===== src/rtl/game_scheduler.sv =====
// Menu-driven game selector: picks one of NUM_GAMES games, holds the others in reset,
// forwards the shared buttons to the active game and muxes its value onto the display.
module game_scheduler #(
    parameter int NUM_GAMES   = 4,
    parameter int HOLD_CYCLES = 20_000_000,
    parameter int IDLE_CYCLES = 100_000_000,
    parameter int CTR_LEN     = 28
) (
    input  logic                   clk,
    input  logic                   reset_n,
    input  logic [6:0]             btn,
    input  logic [4*NUM_GAMES-1:0] game_value,
    output logic [NUM_GAMES-1:0]   game_reset,
    output logic [6:0]             game_btn,
    output logic [3:0]             value,
    output logic [3:0]             active_game,
    output logic                   running
);

    typedef enum logic [1:0] {MENU, LAUNCH, RUN, EXIT} state_t;

    localparam logic [CTR_LEN-1:0]   HOLD_LAST = CTR_LEN'(HOLD_CYCLES - 1);
    localparam logic [CTR_LEN-1:0]   IDLE_LAST = CTR_LEN'(IDLE_CYCLES - 1);
    localparam logic [3:0]           LAST_SEL  = 4'(NUM_GAMES - 1);
    localparam logic [NUM_GAMES-1:0] ALL_RST   = '1;
    localparam logic [3:0]           VAL_OFF   = 4'd12;

    state_t               state;
    logic [3:0]           sel;
    logic [CTR_LEN-1:0]   hold_ctr;
    logic [CTR_LEN-1:0]   idle_ctr;
    logic [6:0]           btn_prev;
    logic [6:0]           rise;
    logic [3:0]           next_sel;
    logic [3:0]           sel_value;
    logic [NUM_GAMES-1:0] run_mask;
    logic                 exit_now;

    assign rise     = btn & ~btn_prev;
    assign next_sel = (sel == LAST_SEL) ? 4'd0 : sel + 4'd1;
    assign run_mask = ALL_RST & ~(NUM_GAMES'(1) << sel);
    assign exit_now = (btn[6] && hold_ctr == HOLD_LAST) || (idle_ctr == IDLE_LAST);

    always_comb begin
        sel_value = VAL_OFF;
        for (int i = 0; i < NUM_GAMES; i++) begin
            if (sel == 4'(i)) sel_value = game_value[4*i +: 4];
        end
    end

    // Outputs are registered for the state being entered, so they never lag the FSM.
    always_ff @(posedge clk or negedge reset_n) begin
        if (!reset_n) begin
            state       <= MENU;
            sel         <= 4'd0;
            value       <= VAL_OFF;
            game_reset  <= ALL_RST;
            game_btn    <= 7'd0;
            active_game <= 4'd0;
            running     <= 1'b0;
            hold_ctr    <= '0;
            idle_ctr    <= '0;
            btn_prev    <= 7'd0;
        end else begin
            btn_prev <= btn;
            case (state)
                MENU: begin
                    hold_ctr   <= '0;
                    idle_ctr   <= '0;
                    game_reset <= ALL_RST;
                    game_btn   <= 7'd0;
                    running    <= 1'b0;
                    if (rise[5]) begin
                        state       <= LAUNCH;
                        value       <= VAL_OFF;
                        active_game <= sel;
                    end else if (rise[4]) begin
                        sel         <= next_sel;
                        active_game <= next_sel;
                        value       <= next_sel + 4'd1;
                    end else begin
                        active_game <= sel;
                        value       <= sel + 4'd1;
                    end
                end
                LAUNCH: begin
                    hold_ctr    <= '0;
                    idle_ctr    <= '0;
                    game_btn    <= 7'd0;
                    active_game <= sel;
                    // Wait for every button to be released so the confirm press stays here.
                    if (btn == 7'd0) begin
                        state      <= RUN;
                        game_reset <= run_mask;
                        value      <= sel_value;
                        running    <= 1'b1;
                    end else begin
                        game_reset <= ALL_RST;
                        value      <= VAL_OFF;
                        running    <= 1'b0;
                    end
                end
                RUN: begin
                    active_game <= sel;
                    if (exit_now) begin
                        state      <= EXIT;
                        hold_ctr   <= '0;
                        idle_ctr   <= '0;
                        game_reset <= ALL_RST;
                        game_btn   <= 7'd0;
                        value      <= VAL_OFF;
                        running    <= 1'b0;
                    end else begin
                        hold_ctr   <= btn[6] ? hold_ctr + 1'b1 : '0;
                        idle_ctr   <= (btn != 7'd0) ? '0 : idle_ctr + 1'b1;
                        game_reset <= run_mask;
                        game_btn   <= {1'b0, btn[5:0]};
                        value      <= sel_value;
                        running    <= 1'b1;
                    end
                end
                EXIT: begin
                    hold_ctr    <= '0;
                    idle_ctr    <= '0;
                    game_reset  <= ALL_RST;
                    game_btn    <= 7'd0;
                    running     <= 1'b0;
                    active_game <= sel;
                    if (btn == 7'd0) begin
                        state <= MENU;
                        value <= sel + 4'd1;
                    end else begin
                        value <= VAL_OFF;
                    end
                end
                default: begin
                    state       <= MENU;
                    sel         <= 4'd0;
                    value       <= VAL_OFF;
                    game_reset  <= ALL_RST;
                    game_btn    <= 7'd0;
                    active_game <= 4'd0;
                    running     <= 1'b0;
                    hold_ctr    <= '0;
                    idle_ctr    <= '0;
                end
            endcase
        end
    end

endmodule


===== config.mk =====
export PLATFORM = sky130hd
export DESIGN_NAME = game_scheduler
export DESIGN_NICKNAME = d
export VERILOG_FILES = /design/src/rtl/game_scheduler.sv
export SDC_FILE = /design/constraint.sdc
export NUM_CORES = 1
export LEC_CHECK = 0
export CORE_MARGIN = 10
export CORE_UTILIZATION = 35
export CTS_BUF_LIST = sky130_fd_sc_hd__clkbuf_4 sky130_fd_sc_hd__clkbuf_8
export DETAILED_ROUTE_END_ITERATION = 12
export GPL_TIMING_DRIVEN = 0
export SYNTH_ARGS = -nofsm -noshare
export SYNTH_HDL_FRONTEND = slang
export SYNTH_SLANG_ARGS = --single-unit

===== constraint.sdc =====
create_clock -name clk -period 6.1 [get_ports clk]
set_clock_uncertainty 0.05 [all_clocks]
set_input_delay 1.22 -clock clk [delete_from_list [all_inputs] [get_ports clk]]
set_output_delay 1.22 -clock clk [all_outputs]
set_load 0.01 [all_outputs]

# Word-level counts from Yosys, hierarchy flattened
# Index checks and enable logic that the tools add are counted.
[totals]
ff_bits = 88
inputBits = 25
wordCells = 73
[op_classes]
n_addsub = 4
eq_ne = 12
shifts = 1
muxes = 33
bitwise = 3
reduce_logical = 10
[op_table]
columns = ["operator", "n"]
rows = [
  ["28-bit two-way mux", 4],
  ["28-bit case mux with 2 select lines", 2],
  ["28-bit by 1-bit adder with 28-bit output (second input constant)", 2],
  ["4-bit two-way mux", 14],
  ["28-bit by 25-bit == test with 1-bit output (second input constant)", 1],
  ["28-bit by 27-bit == test with 1-bit output (second input constant)", 1],
  ["4-bit case mux with 4 select lines", 1],
  ["7-bit case mux with 2 select lines", 1],
  ["4-bit case mux with 3 select lines", 1],
  ["4-bit by 1-bit adder with 4-bit output (second input constant)", 2],
  ["4-bit by 2-bit == test with 1-bit output (second input constant)", 2],
  ["2-bit two-way mux", 4],
  ["2-bit inequality test (second input constant)", 4],
  ["2-bit case mux with 4 select lines", 1],
  ["4-bit case mux with 2 select lines", 1],
  ["7-bit logical NOT", 1],
  ["7-bit nonzero test", 1],
  ["6-bit AND", 1],
  ["6-bit two-way mux", 1],
  ["6-bit inverter", 1],
  ["3-bit OR reduction", 2],
  ["2-bit == test (second input constant)", 2],
  ["4-bit by 1-bit == test with 1-bit output (second input constant)", 1],
  ["4-bit logical NOT", 1],
  ["10 further kinds", 11],
]

# Logic depth before layout (Yosys ltp)
[depth]
word_depth = 7
ltp_mapped = 9
ltp_nobuf = 7

# Least setup slack after synthesis
# No wires, ideal clock.
[synth_timing]
path_type = "input port to flip-flop"
from = "in btn[0]"
to = "reg state[1]"
arrival_time_ns = 2.670
slack_ns = 3.252
stages = 5
path_cell_list = "or4_4 nor4_4 o21ai_0 a21oi_1 mux2_1"
[synth_via]
elab_chain_len = 3
elab_cells_between_ends = 4
cone_classes = "eq/ne (2); reduce/logical (2)"
[synth_rtl]
columns = ["item", "line", "text"]
rows = [
  ["start, declared", "11", "input logic [6:0] btn,"],
  ["7-bit logical NOT *", "92, 129", ""],
  ["2-bit inequality test (no line)", "--", ""],
  ["4-bit AND reduction (no line) *", "--", ""],
  ["end signal, assigned", "93", "state <= RUN;"],
  ["end signal, assigned", "130", "state <= MENU;"],
  ["end signal, assigned", "137", "state <= MENU;"],
  ["end, declared", "28", "state_t state;"],
]
# Every way passes the cells marked *; elsewhere a longest branch is shown, timed or not.
# A chain may end at the register's enable or synchronous reset.

# Final worst setup path
# Same ends and word-level chain as after synthesis.

==> summary.md <==
| Metric | Value |
|---|---|
| Status | finished, final reports clean |
| Simple-gate share of the synthesized area | 0.259 |
| Leading area contributor after synthesis | dfrtp_1 |
| # rows | 40 |
| RSZ-0062 raised after global routing | false |
| I/O pin total | 45 |
| Pre-Repair DR Iteration Count | 4 |
| Die height | 131 um |
| Port buffer count | 43 |
| Setup_tns | 0 ns |
| Final Cycle Share | 0.518 |
| Ys async rst share | 1.00 |
| R2R depth | 6 |
| CTS Root Cell | clkbuf_8 |
| Unique masters post-synth | 53 |
| First-pass GRT wire length | 16800 um |
| Final Setup Violations | 0 |
| Part of the power in combinational logic | 0.344 |
| Area growth from synthesis to layout | 19.3% |
| Drt total wl | 9810 um |
| Die X | 131 um |
| Number of gates resized after cts | 0 |
| GRT Max-Usage Layer | met2 |
| Critical path class | input port to flop |
| Die area | 17000 um^2 |
| Nets | 526 |
| CTS tree | done |
| Most common cell after layout, fill and taps aside | dfrtp_1 |
| Largest stage delay on the critical path | 0.57 ns |
| Vias in the first global route | 3410 |
| Sequential fraction of the synthesis area | 0.488 |
| Worst setup slack after layout | 2.94 ns |
| Worst EP arrival | 3.36 ns |
| Syn Std Cell Area | 4270 um^2 |
| Grt met1 use | 0.154 |
| Ys flop type | dfrtp_1 |
| Routed via count | 3335 |
| Seq pwr share | 0.419 |
| Top post-synthesis cells by area | dfrtp_1, nor2_1, xor2_1 |
| Initial Util | 0.357 |
| Clock-pin slew on the worst setup and hold paths | 0.09 ns |
| Worst path depth | 6 |
| GRT overflow | 0 |
| Warnings, synthesis | 0 |
| Switch share | 0.347 |
| Final GP Congestion | 0.899 |
| Worst Path Max Fanout | 6 |
| Routed WL per cell | 15.3 um |
| Cell depth of the worst hold path | 1 |
| Post-CTS Hold Buffers | 0 |
| Synthesized area per cell | 9.80 um^2 |
| Final Hold Vio Count | 0 |
| Ant. Diodes | 0 |
| Synth Area in Compound Gates | 0.0729 |
| Critical path buffer and inverter count | 1 |
| Most frequent cells in the layout | dfrtp_1, nor2_1, clkdlybuf4s50_1, nand2_1, xor2_1 |
| Synth Area in Adders | 0.0293 |
| Final core occ | 0.426 |
| Crit path capture type | flop |
| Clock group share of total power | 0.237 |
| Period minus WS final | 3.16 ns |
| Largest buffer count on any clock path | 2 |
| PwrDens | 309 nW/um^2 |
| Final ANT Viol Nets | 0 |
| Final Max Tran Viols | 0 |
| CTS Sinks | 83 |
| Synthesized flop and latch total | 83 |
| Met2 usage | 0.189 |
| Drt via density | 5.19 |
| Iter 0 DRT Violations | 233 |
| Relative slew slack | 0.547 |
| Grt met3 use | 0.0387 |
| Mux cell area share after synthesis | 0.00263 |
| Cts bufs inserted | 9 |
| Pre-CTS setup slack | 2.58 ns |
| EDFF count, synth | 0 |
| Post-CTS setup repair buffer count | 0 |
| FMAX | 0.317 GHz |
| Max H-tree Level | 3 |
| Net switching power | 0.000547 W |
| Worst-margin pin slew | 0.672 ns |
| Mapped Cells | 436 |
| CP top delay family | simple AND/OR/NAND/NOR gates |
| Int Power | 0.00103 W |
| Largest family of logic cells by synthesized area | simple AND/OR/NAND/NOR gates |
| Slowest CP cell | or4_4 |
| Area share of the leading cell type in the synthesized netlist | 0.451 |
| Detailed placement HPWL | 7240 um |
| Total leakage power | 2.01 nW |
| CP startpoint kind | input port |
| # Max-Cap Violations | 0 |
| Post-Syn Nets | 471 |
| DRC viols | 0 |
| Max rail drop VDD | 186 uV |
| XOR/XNOR Fraction of Synth Area | 0.113 |
| Largest net degree at the start of global routing | 65 |
| HP Class | flop to flop |
| Core footprint | 12000 um^2 |
| Share of layout cells above drive strength 1 | 0.0766 |
| Gr usage total | 0.123 |
| Critical Path, Cell by Cell | clkdlybuf4s50_1 -> or4_4 -> nor4_4 -> o21ai_0 -> a21oi_1 -> mux2_1 |
| Clock latency on the worst-skew pair | 0.36 ns |
| Req. time, crit path | 6.30 ns |
| Initial antenna violation count | 0 |
-- power groups by stage --
stage	logic (W)	registers, W	clock network (W)
2_1_floorplan	0.000306	0.000688	0
3_3_place_gp	0.000538	0.000669	0
3_5_place_dp	0.000545	0.000669	0
4_1_cts	0.000548	0.000661	0.000387
5_1_grt	0.000602	0.000668	0.000408
6_report	0.000543	0.000660	0.000373
-- metrics by stage --
step	hold slack (ns)	power [W]	area, um^2	std cells
finish	0.442	0.00158	5100	643
global route	0.478	0.00168	5100	643
CTS	0.443	0.00160	5100	643
global placement	0.426	0.00121	4890	626
detailed placement	0.431	0.00121	4910	627
floorplan	0.394	0.000994	4270	436
-- worst paths after layout --
| kind | from | end | slack (ns) |
|---|---|---|---|
| min in group asynchronous | reset_n | idle_ctr[16]$_DFF_PN0_ | 0.68 |
| hold reg to reg | idle_ctr[0]$_DFF_PN0_ | idle_ctr[0]$_DFF_PN0_ | 0.44 |
| max in group asynchronous | reset_n | game_reset[3]$_DFF_PN1_ | 4.69 |
| setup / recovery | btn[0] | state[1]$_DFFE_PN0P_ | 2.94 |
| setup reg to reg | hold_ctr[0]$_DFF_PN0_ | state[1]$_DFFE_PN0P_ | 3.79 |
| hold / removal | idle_ctr[0]$_DFF_PN0_ | idle_ctr[0]$_DFF_PN0_ | 0.44 |
-- synthesized netlist by cell type, drive strengths merged, types with 6 or more instances --
| cell type | instances |
|---|---|
| and3 | 12 |
| and4 | 8 |
| buf | 8 |
| clkbuf | 7 |
| dfrtp | 77 |
| dfstp | 6 |
| ha | 10 |
| inv | 13 |
| nand2 | 39 |
| nand3 | 24 |
| nand4 | 18 |
| nor2 | 75 |
| nor3 | 10 |
| nor4 | 10 |
| o21ai | 12 |
| xnor2 | 26 |
| xor2 | 29 |
-- registers in the layout (all words and copies together), names as in the netlist --
name         flops
idle_ctr        28
btn_prev         2
value            4
game_reset       4
running          1
active_game      4
hold_ctr        28
state            2
game_btn         6
sel              4
-- logic make-up (layout without fill, tap and decap cells) --
logic type	after synthesis	count (layout)
simple gates	214	214
flops	83	83
xor+xnor	55	55
compound gates	44	44
buf+inv	28	88
fa+ha+maj	10	10
other cells	1	1
mux	1	1
-- final cells by class --
cell class	instances	area, um^2
tap	147	184
fill	1157	6860
buffer	15	98.8
sequential	83	2080
clock inverter	6	48.8
inverter	13	48.8
multi-input combinational	325	2040
timing repair buffer	44	455
clock buffer	10	138
-- per-layer routing --
metal | vias to the layer above | wire length [um]
li1 | 1629 | -
met1 | 1602 | 4590
met2 | 85 | 4360
met3 | 19 | 628
met4 | 0 | 236
met5 | - | 0
-- worst register-to-register path, delay by kind of cell (launching register included) --
kind	cells	cell delay [ns]
compound gates	2	0.63
flops	1	0.41
fa+ha+maj	1	0.20
mux	1	0.35
simple gates	2	0.57
No activity file was read; power rests on OpenSTA's default activity.
